`config.mk`:
```
export PLATFORM = sky130hd
export DESIGN_NAME = i2c_regwr_master
export DESIGN_NICKNAME = d
export VERILOG_FILES = /design/src/rtl/i2c_pkg.sv /design/src/rtl/i2c_qtick.sv /design/src/rtl/i2c_regwr_master.sv
export SDC_FILE = /design/constraint.sdc
export NUM_CORES = 1
export LEC_CHECK = 0
export ABC_AREA = 1
export CAP_MARGIN = 40
export CORE_UTILIZATION = 55
export DETAILED_ROUTE_END_ITERATION = 8
export GPL_TIMING_DRIVEN = 0
export HOLD_SLACK_MARGIN = 0.1
export PLACE_DENSITY = 0.88
export SLEW_MARGIN = 20
export SYNTH_ARGS = -nofsm -noshare
export SYNTH_HDL_FRONTEND = slang
export SYNTH_SLANG_ARGS = --single-unit
```
`constraint.sdc`:
```
create_clock -name clk1d -period 1.8 [get_ports clk1d]
set_input_delay 0.27 -clock clk1d [delete_from_list [all_inputs] [get_ports clk1d]]
set_output_delay 0.27 -clock clk1d [all_outputs]
set_load 0.01 [all_outputs]
```
`src/rtl/i2c_pkg.sv`:
```
// rtl/i2c_pkg.sv - shared I2C types and constants for the register-write master and the register slave
// Contents: i2c_state_t (transaction FSM states), i2c_quarter_t (SCL quarter index),
//           I2C_WR (R/W bit value for a write), i2c_addr_byte() (address byte builder).
package i2c_pkg;

  typedef enum logic [2:0] {
    IDLE,
    START,
    BIT,
    ACK,
    STOP,
    DONE
  } i2c_state_t;

  typedef logic [1:0] i2c_quarter_t;

  localparam logic I2C_WR = 1'b0;

  function automatic logic [7:0] i2c_addr_byte(input logic [6:0] dev, input logic rw);
    return {dev, rw};
  endfunction

endpackage

```
`src/rtl/i2c_qtick.sv`:
```
// rtl/i2c_qtick.sv - SCL quarter-period tick generator with stretch hold
// Ports: clk1d/rst   clock, asynchronous active-high reset
//        run         count while high; counter and index are cleared while low
//        clr         restart at quarter 0 (takes effect on the next cycle)
//        hold        keep the current quarter open past its QDIV minimum
//        qtick       one-cycle pulse on the last cycle of a quarter
//        qidx        index of the current quarter (0..3)
module i2c_qtick
  import i2c_pkg::*;
#(
  parameter int QDIV = 5
) (
  input  logic         clk1d,
  input  logic         rst,
  input  logic         run,
  input  logic         clr,
  input  logic         hold,
  output logic         qtick,
  output i2c_quarter_t qidx
);

  localparam int CW = $clog2(QDIV);
  localparam logic [CW-1:0] CNT_LAST = CW'(QDIV - 1);

  logic [CW-1:0] cnt;

  // The counter saturates at CNT_LAST while hold is high, so a stretched
  // quarter ends on the first cycle hold drops once the minimum has elapsed.
  assign qtick = run && (cnt == CNT_LAST) && !hold;

  always_ff @(posedge clk1d or posedge rst) begin
    if (rst) begin
      cnt  <= '0;
      qidx <= '0;
    end else if (!run || clr) begin
      cnt  <= '0;
      qidx <= '0;
    end else if (qtick) begin
      cnt  <= '0;
      qidx <= i2c_quarter_t'(qidx + 2'd1);
    end else if (cnt != CNT_LAST) begin
      cnt <= cnt + 1'b1;
    end
  end

endmodule

```
`src/rtl/i2c_regwr_master.sv`:
```
// rtl/i2c_regwr_master.sv - single-master I2C write initiator: START, {DEV_ADDR,W}, reg byte, data byte, STOP
// Ports: clk1d/rst            clock, asynchronous active-high reset
//        req_valid/req_ready  request handshake; req_addr/req_data latched on accept
//        busy                 transaction in progress (including the DONE cycle)
//        done                 one-cycle pulse at transaction end
//        nack/timeout         status of the last transaction, held until the next accept
//        scl_oe/sda_oe        1 = pull the line low (open drain)
//        scl_in/sda_in        already-synchronized line levels
module i2c_regwr_master
  import i2c_pkg::*;
#(
  parameter logic [6:0] DEV_ADDR    = 7'h2A,
  parameter int         QDIV        = 5,
  parameter int         STRETCH_MAX = 1023
) (
  input  logic       clk1d,
  input  logic       rst,
  input  logic       req_valid,
  output logic       req_ready,
  input  logic [7:0] req_addr,
  input  logic [7:0] req_data,
  output logic       busy,
  output logic       done,
  output logic       nack,
  output logic       timeout,
  output logic       scl_oe,
  input  logic       scl_in,
  output logic       sda_oe,
  input  logic       sda_in
);

  localparam int SW = $clog2(STRETCH_MAX + 1);
  localparam logic [SW-1:0] STRETCH_LAST = SW'(STRETCH_MAX - 1);

  i2c_state_t   state, state_nx;
  i2c_quarter_t qidx;
  logic         qtick;
  logic [7:0]   shreg;
  logic [7:0]   addr_q;
  logic [7:0]   data_q;
  logic [3:0]   bit_cnt;
  logic [1:0]   byte_cnt;
  logic [SW-1:0] stretch_cnt;

  logic run, qclr, q_last, q2_wait, hold, stretch_to;

  assign run        = (state == START) || (state == BIT) || (state == ACK) || (state == STOP);
  // START has only two quarters; restart the index so BIT begins at Q0.
  assign qclr       = (state == START) && qtick && (qidx == 2'd1);
  assign q_last     = qtick && (qidx == 2'd3);
  // Q2 of a clocked phase: SCL is released and must be seen high before Q3.
  assign q2_wait    = ((state == BIT) || (state == ACK) || (state == STOP)) && (qidx == 2'd2);
  assign hold       = q2_wait && !scl_in;
  assign stretch_to = hold && (stretch_cnt == STRETCH_LAST);

  i2c_qtick #(
    .QDIV(QDIV)
  ) u_qtick (
    .clk1d(clk1d),
    .rst  (rst),
    .run  (run),
    .clr  (qclr),
    .hold (hold),
    .qtick(qtick),
    .qidx (qidx)
  );

  assign req_ready = (state == IDLE);
  assign busy      = (state != IDLE);
  assign done      = (state == DONE);

  always_ff @(posedge clk1d or posedge rst) begin
    if (rst) state <= IDLE;
    else     state <= state_nx;
  end

  // Line drives are decoded straight from state so an asynchronous reset
  // releases both lines in the same cycle.
  always_comb begin
    state_nx = state;
    scl_oe   = 1'b0;
    sda_oe   = 1'b0;
    case (state)
      IDLE: begin
        if (req_valid) state_nx = START;
      end
      START: begin
        sda_oe = (qidx == 2'd1);
        if (qclr) state_nx = BIT;
      end
      BIT: begin
        scl_oe = !qidx[1];
        sda_oe = !shreg[7];
        if (stretch_to)                         state_nx = DONE;
        else if (q_last && (bit_cnt == 4'd7))   state_nx = ACK;
      end
      ACK: begin
        scl_oe = !qidx[1];
        if (stretch_to) begin
          state_nx = DONE;
        end else if (q_last) begin
          if (sda_in || (byte_cnt == 2'd2)) state_nx = STOP;
          else                              state_nx = BIT;
        end
      end
      STOP: begin
        scl_oe = !qidx[1];
        sda_oe = (qidx != 2'd3);
        if (stretch_to || q_last) state_nx = DONE;
      end
      DONE: begin
        state_nx = IDLE;
      end
      default: begin
        state_nx = IDLE;
      end
    endcase
  end

  always_ff @(posedge clk1d or posedge rst) begin
    if (rst) begin
      shreg       <= '0;
      addr_q      <= '0;
      data_q      <= '0;
      bit_cnt     <= '0;
      byte_cnt    <= '0;
      stretch_cnt <= '0;
      nack        <= 1'b0;
      timeout     <= 1'b0;
    end else begin
      if (!q2_wait || qtick) stretch_cnt <= '0;
      else if (!scl_in)      stretch_cnt <= stretch_cnt + 1'b1;

      if (stretch_to) timeout <= 1'b1;

      case (state)
        IDLE: begin
          if (req_valid) begin
            shreg    <= i2c_addr_byte(DEV_ADDR, I2C_WR);
            addr_q   <= req_addr;
            data_q   <= req_data;
            bit_cnt  <= '0;
            byte_cnt <= '0;
            nack     <= 1'b0;
            timeout  <= 1'b0;
          end
        end
        BIT: begin
          if (q_last) begin
            shreg   <= {shreg[6:0], 1'b0};
            bit_cnt <= bit_cnt + 1'b1;
          end
        end
        ACK: begin
          if (q_last) begin
            bit_cnt  <= '0;
            byte_cnt <= byte_cnt + 1'b1;
            nack     <= sda_in;
            shreg    <= (byte_cnt == 2'd0) ? addr_q : data_q;
          end
        end
        default: begin
        end
      endcase
    end
  end

endmodule

```
Word-level counts from Yosys, hierarchy flattened
Cells that the tools add are included.
{"block": "classes", "n_eq_ne": 22, "reduce_logical": 36, "n_mux": 36, "addsub": 5}
{"cell": "3-bit two-way mux", "count": 11}
{"cell": "8-bit two-way mux", "count": 4}
{"cell": "8-bit case mux with 3 select lines", "count": 1}
{"cell": "10-bit two-way mux", "count": 2}
{"cell": "3-bit case mux with 5 select lines", "count": 1}
{"cell": "4-bit two-way mux", "count": 3}
{"cell": "4-bit case mux with 3 select lines", "count": 1}
{"cell": "10-bit by 1-bit adder with 10-bit output, second input constant", "count": 1}
{"cell": "10-bit == test, second input constant", "count": 1}
{"cell": "3-bit == test, second input constant", "count": 3}
{"cell": "1-bit logical AND", "count": 9}
{"cell": "1-bit logical OR", "count": 9}
{"cell": "3-bit nonzero test", "count": 3}
{"cell": "2-bit two-way mux", "count": 4}
{"cell": "2-bit inequality test, second input constant", "count": 4}
{"cell": "2-bit == test, second input constant", "count": 3}
{"cell": "3-bit by 2-bit == test with 1-bit output, second input constant", "count": 2}
{"cell": "1-bit logical NOT", "count": 6}
{"cell": "1-bit two-way mux", "count": 6}
{"cell": "2-bit by 1-bit inequality test with 1-bit output, second input constant", "count": 3}
{"cell": "3-bit inequality test, second input constant", "count": 2}
{"cell": "5-bit AND reduction", "count": 1}
{"cell": "2-bit by 1-bit adder with 2-bit output, second input constant", "count": 2}
{"cell": "4-bit by 1-bit adder with 4-bit output, second input constant", "count": 1}
{"cell": "15 further kinds", "count": 16}
{"block": "totals", "elab_cells": 110, "reg_bits": 50, "out_inout_bits": 7}

Logic depth before layout (Yosys ltp)
Gate-level depths: netlist of run 1.
{"block": "depth", "word_depth": 12, "ltp_mapped": 13}

Hierarchy
Synthesis of run 1 repeated with hierarchy kept, for this count alone.
{"block": "hier_totals", "cells_unflattened": 359, "area_unflattened_um2": 2772.7}
{"mod": "i2c_regwr_master", "n_inst": 1, "cells_per_inst": 317, "seq_area_each_um2": 1126.1, "area_each_um2": 2441.1}
{"mod": "i2c_qtick", "n_inst": 1, "cells_per_inst": 42, "seq_area_each_um2": 125.1, "area_each_um2": 331.6}

Least setup slack after synthesis of run 1
Ideal clock, no wire load.
{"block": "synth_timing", "path_kind": "reg-to-reg", "start": "register state[0]", "end": "register addr_q[0]", "period_less_slack_ps": 1634, "path_slack_ps": 166, "setup_ps": 117, "arrival_time_ps": 1517, "required_time_ps": 1683, "n_path_buf": 1, "stages_incl_launch_ff": 10, "path_cell_list": "dfrtp_1 -> buf_6 -> nor2_4 -> inv_1 -> nor2_1 -> inv_1 -> nor2_2 -> inv_1 -> nand2_1 -> nand2_1"}
{"block": "synth_between", "elab_chain_cells": 2}
{"item": "start: declaration", "line_no": "i2c_regwr_master.sv:35", "rtl": "i2c_state_t state, state_nx;"}
{"item": "start signal: assignment", "line_no": "i2c_regwr_master.sv:74", "rtl": "else state <= state_nx;"}
{"item": "3-bit logical NOT"}
{"item": "named net req_ready", "line_no": "i2c_regwr_master.sv:19", "rtl": "output logic req_ready,"}
{"item": "2-bit AND reduction (no source line)"}
{"item": "end signal: assignment", "line_no": "i2c_regwr_master.sv:140", "rtl": "addr_q <= req_addr;"}
{"item": "end: declaration", "line_no": "i2c_regwr_master.sv:39", "rtl": "logic [7:0] addr_q;"}
The timed path passes the listed nets, and every way through them passes these cells.
A chain may end at the register's enable or synchronous reset.

Worst setup path after layout of run 1
{"block": "layout_timing", "start": "register state[2]", "end": "register shreg[2]"}
{"block": "layout_between", "elab_chain_cells": 10}
{"item": "3-bit by 2-bit == test with 1-bit output", "line_no": "i2c_regwr_master.sv:47, i2c_regwr_master.sv:52, i2c_regwr_master.sv:136"}
{"item": "1-bit logical OR (2 in a row)", "line_no": "i2c_regwr_master.sv:52", "rtl": "assign q2_wait = ((state == BIT) || (state == ACK) || (state == STOP)) && (qidx == 2'd2);"}
{"item": "1-bit logical AND", "line_no": "i2c_regwr_master.sv:52"}
{"item": "1-bit logical AND", "line_no": "i2c_regwr_master.sv:53", "rtl": "assign hold = q2_wait && !scl_in;"}
{"item": "1-bit logical NOT", "line_no": "i2c_qtick.sv:29", "rtl": "assign qtick = run && (cnt == CNT_LAST) && !hold;"}
{"item": "1-bit logical AND", "line_no": "i2c_qtick.sv:29"}
{"item": "1-bit logical AND", "line_no": "i2c_regwr_master.sv:50", "rtl": "assign q_last = qtick && (qidx == 2'd3);"}
{"item": "2-bit inequality test (no source line)"}
{"item": "4-bit AND reduction (no source line)"}
{"item": "end signal: assignment", "line_no": "i2c_regwr_master.sv:139", "rtl": "shreg <= i2c_addr_byte(DEV_ADDR, I2C_WR);"}
{"item": "end signal: assignment", "line_no": "i2c_regwr_master.sv:150", "rtl": "shreg <= {shreg[6:0], 1'b0};"}
{"item": "end signal: assignment", "line_no": "i2c_regwr_master.sv:159", "rtl": "shreg <= (byte_cnt == 2'd0) ? addr_q : data_q;"}
{"item": "end: declaration", "line_no": "i2c_regwr_master.sv:38", "rtl": "logic [7:0] shreg;"}
Several ways; a longest one is shown, not always the timed one.

==> out/results.tsv, run 1 <==
stage	metric	value	unit
finish	antenna_cells_inserted	0	
power_and_ir_drop	pwr_density_cell	1510	nW/um^2
timing	max_freq	572	MHz
synth	synth_area_leaders	dfrtp_1 (47%), nand2_1 (15%), o21ai_0 (6.0%)	
clock_tree	h-tree-depth	2	
floorplanning	floorplan.die_area	5170	sq um
synth	synth_area_per_cell	7.87	sq um
critical_path	path_buf_inv	3	
finish	multiInputGateArea	1320	sq um
placement	number_of_placed_instances_with_taps_included	437	
critical_path	worst_ep_required_time	1980	ps
synth	synth.cell_area	2690	sq um
detailed_routing	antenna_left	0	
power_and_ir_drop	pwr-share-seq	0.331	
finish	layout-area-overhead-vs-synth	24.8	%
synth	async_reset_ff_frac	1.00	
clock_tree	cts_buffers	5	
floorplanning	die_width	71.9	um
run	timing.max_cap.violations	0	
critical_path	worst_r2r_startpoint	state[2]$_DFFE_PP0P_	
placement	detailedPlacementHpwl	4.04	mm
floorplanning	io-pin-count	28	
global_routing	grt_overflow_total	0	
timing	finalSetupViolCount	0	
clock_tree	cts_tree	done	
worst_hold_path	min-delay-path-class	in -> async	
critical_path	cp_max_stage_cell	dfrtp_2	
detailed_routing	total_wirelength_of_the_detailed_routed_design	5.81	mm
synth	synth_warnings	0	
floorplanning	start_util	0.570	
synth	synthFlopType	dfrtp_1	
critical_path	critical_path_cell_count	11	
finish	finalNonFillerCells	451	
status	run_status	finished clean	
global_routing	grt_pass1_vias	2223	
critical_path	critical_path_arrival	1930	ps
clock_tree	numClockSinks	50	
synth	synth-edff-count	0	
finish	layout_commonest_cell	nand2_1	
placement	place_ws	-204	ps
clock_tree	worst_skew_pair.late_latency	300	ps
timing	whs	379	ps
critical_path	crit_end	shreg[2]$_DFFE_PP0P_	
placement	port_buffers	27	
detailed_routing	drt_pre_antenna_iters	4	
critical_path	critical_path.top_delay_family	compound AO/OA/AOI/OAI gates	
power_and_ir_drop	design_power_total	0.00506	W
critical_path	crit_path_frequent_cell	nand2_4	
power_and_ir_drop	p_clk_frac	0.159	
timing	finalMaxSlewViolations	0	
clock_tree	cts_root_buf	clkbuf_8	
timing	worst_slack	51.5	ps
detailed_routing	initialDrtViolationCount	111	
detailed_routing	post_drt_wl_per_cell	12.9	um
finish	layout-drive-gt1-share	0.156	
global_routing	pin_count_of_the_biggest_net_entering_global_routing	31	
detailed_routing	detail_route.vias_per_cell	5.16	
power_and_ir_drop	intPower	0.00294	W
detailed_routing	drc	0	
placement	final_gp_congestion	0.845	
power_and_ir_drop	p_sw	0.00213	W
clock_tree	path_clk_slew	90	ps
synth	netlist.top_cell.by_area	dfrtp_1	
critical_path	critPathMaxFanout	5	
finish	nets	415	
floorplanning	core_area	4720	sq um
critical_path	cp_slowest_stage_delay	420	ps
synth	synth-seq-area-share	0.465	
critical_path	crit_chain	inv_1 -> o21ai_1 -> a21oi_4 -> nand2_4 -> inv_2 -> nand2_2 -> nand2_4 -> nand2_4 -> buf_8 -> nand2_1 -> o21ai_2	
critical_path	worst_setup_path_start_kind	flop	
critical_path	reg2reg_to	shreg[2]$_DFFE_PP0P_	
critical_path	regToRegSetupSlack	50	ps
synth	yosys.area.top_type_share	0.465	
synth	ys_ff_latch	50	
critical_path	setup.worst_path.end_class	flop	
timing	finalCriticalPeriod	1750	ps
global_routing	grt_pass1_wl	9.68	mm
synth	synth_nets	373	
timing	relSlewSlack	0.560	
power_and_ir_drop	p_comb_frac	0.510	
critical_path	reg2regPathDepth	11	
timing	rsz_0062_raised_after_global_routing	yes	
timing	tightestPinTransition	660	ps
timing	timing.clock.skew	13.6	ps
floorplanning	die_h	71.9	um
clock_tree	cts_buffer_depth	2	
critical_path	timing.setup.critical_path_class	reg -> reg	
finish	n_fill_cell	369	
finish	storage_element_area	1250	sq um
detailed_routing	vias	2325	
synth	yosys.cell_types.count	34	
finish	layout.cells.most_common_list	nand2_1 (101), dfrtp_1 (48), inv_1 (39)	
critical_path	crit_path_start	state[2]$_DFFE_PP0P_	
power_and_ir_drop	vdd.ir_drop.worst	0.769	mV
power_and_ir_drop	leakagePower	1.64	nW
synth	netlist_instances	342	
global_routing	initial_antenna_violation_count	0	
global_routing	grt.total_usage	0.239	
floorplanning	placement_rows	25	
timing	final-hold-violation-count	0	
power_and_ir_drop	switching_share	0.420	
timing	finalCritPeriodShare	0.971	
==> state kept, by name, summed over array words and instances, names as in the netlist <==
| register | count |
|---|---|
| addr_q | 8 |
| stretch_cnt | 10 |
| bit_cnt | 4 |
| nack | 1 |
| shreg | 8 |
| u_qtick.qidx | 2 |
| u_qtick.cnt | 3 |
| timeout | 1 |
| data_q | 8 |
| state | 3 |
| byte_cnt | 2 |
==> worst register-to-register path, cell delays in order, from the launching register on <==
cell and delay, ps:
dfrtp_2 420, inv_1 120, o21ai_1 150, a21oi_4 220
nand2_4 80, inv_2 80, nand2_2 80, nand2_4 110
nand2_4 90, buf_8 140, nand2_1 70, o21ai_2 60
==> synthesized netlist by cell type (3+ instances only) <==
master   count
ha_1        10
inv_2        3
xor2_1       5
nand3_1     17
dfrtp_1     50
nand2_2      5
o21ai_2      5
o21ai_0     32
nand2_1    107
nor2_1      28
a21oi_1      7
inv_1       42
nand4_1      4
==> repair_timing <==
action	4_1_cts	5_1_grt
setup endpoints to repair	7	42
setup buffers	0	5
pin swaps	0	5
hold buffers	0	0
gates resized for setup	16	30
gates cloned	0	2
==> cell families (layout without fill, tap and decap cells) <==
kind of cell | after synthesis | count (layout) | share of synthesized area
AOI/OAI and AO/OA | 53 | 53 | 0.114
xor gates and xnor gates | 7 | 7 | 0.0228
adders and majority gates | 10 | 10 | 0.0465
buffers and inverters | 52 | 93 | 0.0814
DFF | 50 | 50 | 0.465
and+or+nand+nor | 170 | 171 | 0.270
==> worst min path at each step <==
| stage | to | start | slack, ps | depth (start not counted) |
|---|---|---|---|---|
| detailed placement | data_q[1]$_DFFE_PP0P_ | data_q[1]$_DFFE_PP0P_ | 460 | 2 |
| finish | bit_cnt[1]$_DFFE_PP0P_ | rst | 380 | 2 |
| CTS | byte_cnt[0]$_DFFE_PP0P_ | rst | 400 | 2 |
| global route | data_q[6]$_DFFE_PP0P_ | rst | 440 | 2 |
| floorplan | data_q[1]$_DFFE_PP0P_ | req_data[1] | 390 | 2 |
| global placement | data_q[1]$_DFFE_PP0P_ | data_q[1]$_DFFE_PP0P_ | 450 | 2 |
==> power by group through the flow <==
stage	Sequential, W	Clock [W]	Combinational [W]
after global placement	0.00166	0	0.00205
after CTS	0.00168	0.000811	0.00213
after floorplan	0.00164	0	0.00155
after global routing	0.00171	0.000848	0.00289
after detailed placement	0.00169	0	0.00212
final	0.00168	0.000805	0.00258
==> final cells by class <==
class                           count  area share
Sequential cell                    50       0.373
Multi-Input combinational cell    241       0.394
Timing Repair Buffer               34       0.106
Clock inverter                      1     0.00895
Inverter                           46      0.0529
Tap cell                           67      0.0250
Clock buffer                        6      0.0246
Buffer                              6      0.0153
==> per-layer routing <==
layer  GRT usage  vias to the layer above  share of wire
met2       0.411                       62           0.51
met4      0.0871                        0          0.026
li1            -                     1167              -
met5           0                        -              0
met1       0.305                     1080           0.42
met3      0.0403                       16          0.041
==> through the flow <==
stage               utilization  area (sq um)  setup TNS [ps]
floorplan                     -          2690               0
global route              0.711          3360            -417
global placement          0.645          3040          -30810
finish                    0.711          3360               0
detailed placement        0.650          3070           -1390
CTS                       0.677          3200           -47.6
Power figures use the tool's default switching activity.
==> run 2: changes to the inputs <==
==> constraint.sdc (replaced) <==
create_clock -name clk1d -period 1.8 [get_ports clk1d]
set_input_delay 0.36 -clock clk1d [delete_from_list [all_inputs] [get_ports clk1d]]
set_output_delay 0.36 -clock clk1d [all_outputs]
set_load 0.01 [all_outputs]
==> out/results.tsv, run 2 (same netlist as run 1, synthesis figures left out) <==
stage	metric	value	unit	change
critical_path	crit_end	byte_cnt[1]$_DFFE_PP0P_		
critical_path	reg2regPathDepth	10		-1
global_routing	grt_overflow_total	0		unchanged
timing	finalCritPeriodShare	0.990		+0.0187
timing	tightestPinTransition	646	ps	-13.7 ps
global_routing	grt.total_usage	0.242		+0.00301
finish	final_cell_area	3410	sq um	+1.5%
timing	finalSetupViolCount	0		unchanged
clock_tree	numClockSinks	50		unchanged
run	timing.max_cap.violations	0		unchanged
worst_hold_path	min-delay-path-class	in -> async		
critical_path	crit_path_start	state[1]$_DFFE_PP0P_		
global_routing	initial_antenna_violation_count	0		unchanged
detailed_routing	initialDrtViolationCount	115		+3.6%
finish	layout.cells.most_common_list	nand2_1 (100), dfrtp_1 (48), inv_1 (34)		
detailed_routing	antenna_left	0		unchanged
finish	n_fill_cell	361		-2.2%
floorplanning	die_width	71.9	um	unchanged
finish	layout-drive-gt1-share	0.190		+0.0335
floorplanning	die_h	71.9	um	unchanged
timing	max_freq	561	MHz	-1.9%
detailed_routing	total_wirelength_of_the_detailed_routed_design	5.88	mm	+1.2%
power_and_ir_drop	leakagePower	1.67	nW	+1.9%
detailed_routing	post_drt_wl_per_cell	12.9	um	-0.18%
critical_path	critPathMaxFanout	5		unchanged
floorplanning	io-pin-count	28		unchanged
critical_path	reg2reg_to	byte_cnt[1]$_DFFE_PP0P_		
critical_path	timing.setup.critical_path_class	reg -> reg		
placement	detailedPlacementHpwl	4.04	mm	unchanged
clock_tree	cts_buffer_depth	2		unchanged
status	violations	design-rule violations		
floorplanning	placement_rows	25		unchanged
clock_tree	worst_skew_pair.late_latency	300	ps	about the same
critical_path	path_buf_inv	1		-2
critical_path	critical_path.top_delay_family	simple AND/OR/NAND/NOR gates		
timing	whs	464	ps	+84.9 ps
finish	regMostFlops	stretch_cnt		
finish	layout-area-overhead-vs-synth	26.7	%	
power_and_ir_drop	pwr_density_cell	1540	nW/um^2	+1.8%
detailed_routing	vias	2359		+1.5%
placement	post_dp_cell_area	3070	sq um	unchanged
clock_tree	cts_tree	done		
floorplanning	core_area	4720	sq um	unchanged
timing	finalCriticalPeriod	1780	ps	+33.7 ps
critical_path	regToRegSetupSlack	20	ps	-30 ps
critical_path	critical_path_arrival	1960	ps	+30 ps
floorplanning	start_util	0.570		unchanged
clock_tree	path_clk_slew	90	ps	about the same
detailed_routing	detail_route.vias_per_cell	5.16		+0.13%
timing	rsz_0062_raised_after_global_routing	yes		
critical_path	crit_path_frequent_cell	nand2_4		
status	run_status	complete, but fails checks		
critical_path	critical_path_cell_count	10		-1
finish	antenna_cells_inserted	0		unchanged
timing	finalMaxSlewViolations	0		unchanged
critical_path	worst_setup_path_start_kind	flop		
timing	final-hold-violation-count	0		unchanged
critical_path	worst_ep_required_time	1980	ps	about the same
clock_tree	cts_root_buf	clkbuf_8		
power_and_ir_drop	vdd.ir_drop.worst	0.800	mV	+4.0%
timing	timing.clock.skew	10.9	ps	-2.79 ps
placement	final_gp_congestion	0.845		unchanged
global_routing	grt_pass1_vias	2228		+0.22%
clock_tree	cts_buffers	5		unchanged
critical_path	crit_chain	nor2_4 -> nand2_4 -> a21oi_4 -> nand2_2 -> inv_2 -> nand2_4 -> nand2_4 -> nand2_2 -> o21ai_0 -> nand2_1		
floorplanning	floorplan.die_area	5170	sq um	unchanged
finish	nets	421		+1.4%
detailed_routing	drt_pre_antenna_iters	6		+2
detailed_routing	drc	2		+2
clock_tree	h-tree-depth	2		unchanged
clock_tree	postCtsHoldBufs	0		unchanged
finish	layout_commonest_cell	nand2_1		
global_routing	grt_pass1_wl	9.79	mm	+1.1%
timing	relSlewSlack	0.569		+0.00912
finish	largest_reg_flops	10		unchanged
critical_path	setup.worst_path.end_class	flop		
critical_path	cp_max_stage_cell	dfrtp_2		
global_routing	pin_count_of_the_biggest_net_entering_global_routing	31		unchanged
placement	port_buffers	27		unchanged
critical_path	cp_slowest_stage_delay	470	ps	+50 ps
critical_path	worst_r2r_startpoint	state[1]$_DFFE_PP0P_		
-- run 2: changes by cell type in the layout (fill, tap and decap cells not counted), sizes merged --
cell           previous run  this run
buf                      12        20
clkdlybuf4s15             1         0
dlymetal6s2s              1         0
-- run 2: per-layer routing --
| layer | share of wire | up-vias | GRT usage |
|---|---|---|---|
| li1 | - | 1186 | - |
| met3 | 0.035 | 18 | 0.0431 |
| met1 | 0.44 | 1086 | 0.306 |
| met5 | 0 | - | 0 |
| met4 | 0.029 | 0 | 0.0893 |
| met2 | 0.50 | 69 | 0.417 |
-- run 2: area by class of cell --
cell class / count / area [sq um] / share of cell area
flip-flops and latches: 50 / 1250 / 0.368
repair buffers: 40 / 384 / 0.113
plain buffers: 6 / 51.3 / 0.0151
inverters: 46 / 180 / 0.0529
well taps: 67 / 83.8 / 0.0246
multi-input cells: 241 / 1340 / 0.394
clock buffers: 6 / 82.6 / 0.0242
clock inverters: 1 / 30.0 / 0.00881
-- run 2: report_power, final --
group | switching (W) | leakage [nW] | internal [W]
registers | 0.000206 | 0.651 | 0.00148
logic | 0.00163 | 0.962 | 0.00111
clock network | 0.000361 | 0.0573 | 0.000445
-- run 2: metrics by stage --
stage	utilization	cells	TNS, ps	total power (W)	worst slack, ps
floorplan	-	342	0	0.00319	166
global placement	0.645	436	-37200	0.00372	-690
detailed placement	0.650	437	-3460	0.00381	-294
CTS	0.682	445	0	0.00468	10.9
global route	0.722	457	-354	0.00564	-66.9
finish	0.722	457	0	0.00524	17.8
-- run 2: how the worst min path moves through the flow --
stage | start | endpoint | depth (start not counted)
floorplan | data_q[1]$_DFFE_PP0P_ | data_q[1]$_DFFE_PP0P_ | 2
global placement | data_q[1]$_DFFE_PP0P_ | data_q[1]$_DFFE_PP0P_ | 2
finish | rst | data_q[6]$_DFFE_PP0P_ | 2
global route | data_q[4]$_DFFE_PP0P_ | data_q[4]$_DFFE_PP0P_ | 2
detailed placement | data_q[1]$_DFFE_PP0P_ | data_q[1]$_DFFE_PP0P_ | 2
CTS | data_q[1]$_DFFE_PP0P_ | data_q[1]$_DFFE_PP0P_ | 2
-- run 2: worst register-to-register path, delay by kind of cell (launching register included) --
family,cells,cell delay [ps]
buf+inv,1,110
compound gates,2,400
simple gates,7,690
flops,1,470
-- run 2: timing repair --
| action | 4_1_cts | 5_1_grt |
|---|---|---|
| cloned | 0 | 2 |
| resized for setup | 26 | 34 |
| setup buffers | 1 | 10 |
| pin swaps | 2 | 6 |
| setup endpoints to repair | 8 | 42 |
==> run 3: changes to the inputs <==
CAP_MARGIN = 20   (was 40)
SLEW_MARGIN = unset   (was 20)
==> out/results.tsv, run 3 (same netlist as run 1, synthesis figures left out) <==
stage	metric	value	unit	change
global_routing	grt_pass1_wl	9.91	mm	+1.2%
clock_tree	path_clk_slew	90	ps	about the same
critical_path	path_buf_inv	3		+2
timing	rsz_0062_raised_after_global_routing	yes		
detailed_routing	detail_route.vias_per_cell	5.10		-1.1%
finish	antenna_cells_inserted	0		unchanged
critical_path	critical_path_arrival	1410	ps	-550 ps
power_and_ir_drop	leakagePower	1.64	nW	-1.6%
floorplanning	core_area	4720	sq um	unchanged
finish	layout_commonest_cell	nand2_1		
floorplanning	start_util	0.570		unchanged
finish	layout-drive-gt1-share	0.189		-0.000485
detailed_routing	vias	2337		-0.93%
finish	layout.cells.most_common_list	nand2_1 (99), dfrtp_1 (48), inv_1 (36)		
timing	timing.clock.skew	5.51	ps	-5.35 ps
clock_tree	worst_skew_pair.late_latency	310	ps	about the same
detailed_routing	post_drt_wl_per_cell	12.7	um	-1.3%
timing	relSlewSlack	0.749		+0.180
clock_tree	cts_buffers	5		unchanged
timing	tightestPinTransition	376	ps	-270 ps
global_routing	grt_overflow_total	0		unchanged
power_and_ir_drop	p_sw	0.00210	W	-4.5%
critical_path	setup.worst_path.end_class	output pin		
detailed_routing	drc	2		unchanged
detailed_routing	antenna_left	0		unchanged
floorplanning	die_width	71.9	um	unchanged
floorplanning	placement_rows	25		unchanged
timing	finalCritPeriodShare	0.984		-0.00579
placement	detailedPlacementHpwl	4.04	mm	about the same
critical_path	worst_ep_required_time	1440	ps	-540 ps
finish	final_cell_area	3360	sq um	-1.5%
critical_path	critical_path.top_delay_family	flip-flops		
global_routing	initial_antenna_violation_count	0		unchanged
floorplanning	io-pin-count	28		unchanged
status	violations	design-rule violations		
power_and_ir_drop	intPower	0.00288	W	-5.2%
global_routing	grt.total_usage	0.249		+0.00716
critical_path	cp_slowest_stage_delay	450	ps	-20 ps
clock_tree	cts_tree	done		
power_and_ir_drop	pwr_density_cell	1480	nW/um^2	-3.4%
power_and_ir_drop	p_comb_frac	0.511		-0.013
timing	finalCriticalPeriod	1770	ps	-10.4 ps
power_and_ir_drop	vdd.ir_drop.worst	0.904	mV	+13%
timing	finalSetupViolCount	0		unchanged
clock_tree	h-tree-depth	2		unchanged
critical_path	critPathMaxFanout	5		unchanged
critical_path	timing.setup.critical_path_class	reg -> out		
worst_hold_path	min-delay-path-class	in -> async		
clock_tree	cts_buffer_depth	2		unchanged
timing	finalMaxSlewViolations	0		unchanged
run	timing.max_cap.violations	0		unchanged
global_routing	grt_pass1_vias	2244		+0.72%
critical_path	crit_chain	buf_12 -> nand2_4 -> inv_2 -> nand2_2 -> o221ai_2 -> buf_2		
placement	port_buffers	27		unchanged
floorplanning	die_h	71.9	um	unchanged
status	run_status	complete, but fails checks		
detailed_routing	initialDrtViolationCount	149		+30%
power_and_ir_drop	switching_share	0.422		+0.00183
finish	regMostFlops	stretch_cnt		
detailed_routing	drt_pre_antenna_iters	6		unchanged
power_and_ir_drop	p_clk_frac	0.152		-0.002
clock_tree	cts_root_buf	clkbuf_8		
placement	final_gp_congestion	0.845		unchanged
finish	nets	421		unchanged
finish	largest_reg_flops	10		unchanged
detailed_routing	total_wirelength_of_the_detailed_routed_design	5.82	mm	-1.1%
clock_tree	numClockSinks	50		unchanged
critical_path	cp_max_stage_cell	dfrtp_2		
timing	max_freq	564	MHz	+0.59%
floorplanning	floorplan.die_area	5170	sq um	unchanged
power_and_ir_drop	pwr-share-seq	0.337		+0.015
global_routing	pin_count_of_the_biggest_net_entering_global_routing	41		+32%
timing	final-hold-violation-count	0		unchanged
critical_path	worst_setup_path_start_kind	flop		
timing	whs	292	ps	-172 ps
timing	fin_setup_tns	0	ps	unchanged
finish	layout-area-overhead-vs-synth	24.7	%	
placement	post_dp_cell_area	3060	sq um	-0.24%
==> run 3: what timing repair did <==
| item | CTS | global route |
|---|---|---|
| buffers inserted | 0 | 12 |
| gates resized for setup | 16 | 36 |
| pin swaps | 1 | 9 |
| endpoints found under the setup margin | 8 | 41 |
| cloned | 0 | 1 |
| hold buffers | 0 | 0 |
==> run 3: area by class of cell <==
type                            count  area, sq um
Buffer                              6         51.3
Clock buffer                        8          110
Fill cell                         386         1370
Inverter                           46          179
Multi-Input combinational cell    241         1300
Sequential cell                    50         1250
Tap cell                           67         83.8
Timing Repair Buffer               40          374
==> run 3: per-stage QoR <==
stage	instances	total power, W	utilization	worst slack (ps)
6_report	458	0.00498	0.710	28.2
5_1_grt	458	0.00538	0.710	-50.6
4_1_cts	445	0.00458	0.676	-177
3_5_place_dp	437	0.00381	0.649	-271
3_3_place_gp	436	0.00372	0.645	-690
2_1_floorplan	342	0.00319	-	166
==> run 3: final timing paths <==
kind | start | to | slack, ps | cells past startpoint
max in group asynchronous | rst | state[1]$_DFFE_PP0P_ | 1010 | 3
max reg2reg | state[1]$_DFFE_PP0P_ | shreg[2]$_DFFE_PP0P_ | 40 | 11
min in group clk1d | scl_in | stretch_cnt[1]$_DFFE_PP0P_ | 470 | 3
min | rst | data_q[0]$_DFFE_PP0P_ | 290 | 2
max | state[1]$_DFFE_PP0P_ | sda_oe | 30 | 6
min reg2reg | data_q[3]$_DFFE_PP0P_ | data_q[3]$_DFFE_PP0P_ | 480 | 2
==> run 3: power groups by stage <==
| stage | combinational (W) | sequential [W] | clock (W) |
|---|---|---|---|
| after global placement | 0.00205 | 0.00166 | 0 |
| final | 0.00254 | 0.00168 | 0.000758 |
| after CTS | 0.00213 | 0.00168 | 0.000768 |
| after detailed placement | 0.00212 | 0.00169 | 0 |
| after floorplan | 0.00155 | 0.00164 | 0 |
| after global routing | 0.00285 | 0.00172 | 0.000813 |
==> run 3: layer usage <==
metal / share of wire / global-route usage / wire (um) / up-vias
li1: - / - / - / 1178
met1: 0.45 / 0.321 / 2610 / 1099
met5: 0 / 0 / 0 / -
met3: 0.032 / 0.0375 / 184 / 13
met4: 0.021 / 0.0937 / 124 / 0
met2: 0.50 / 0.428 / 2890 / 47
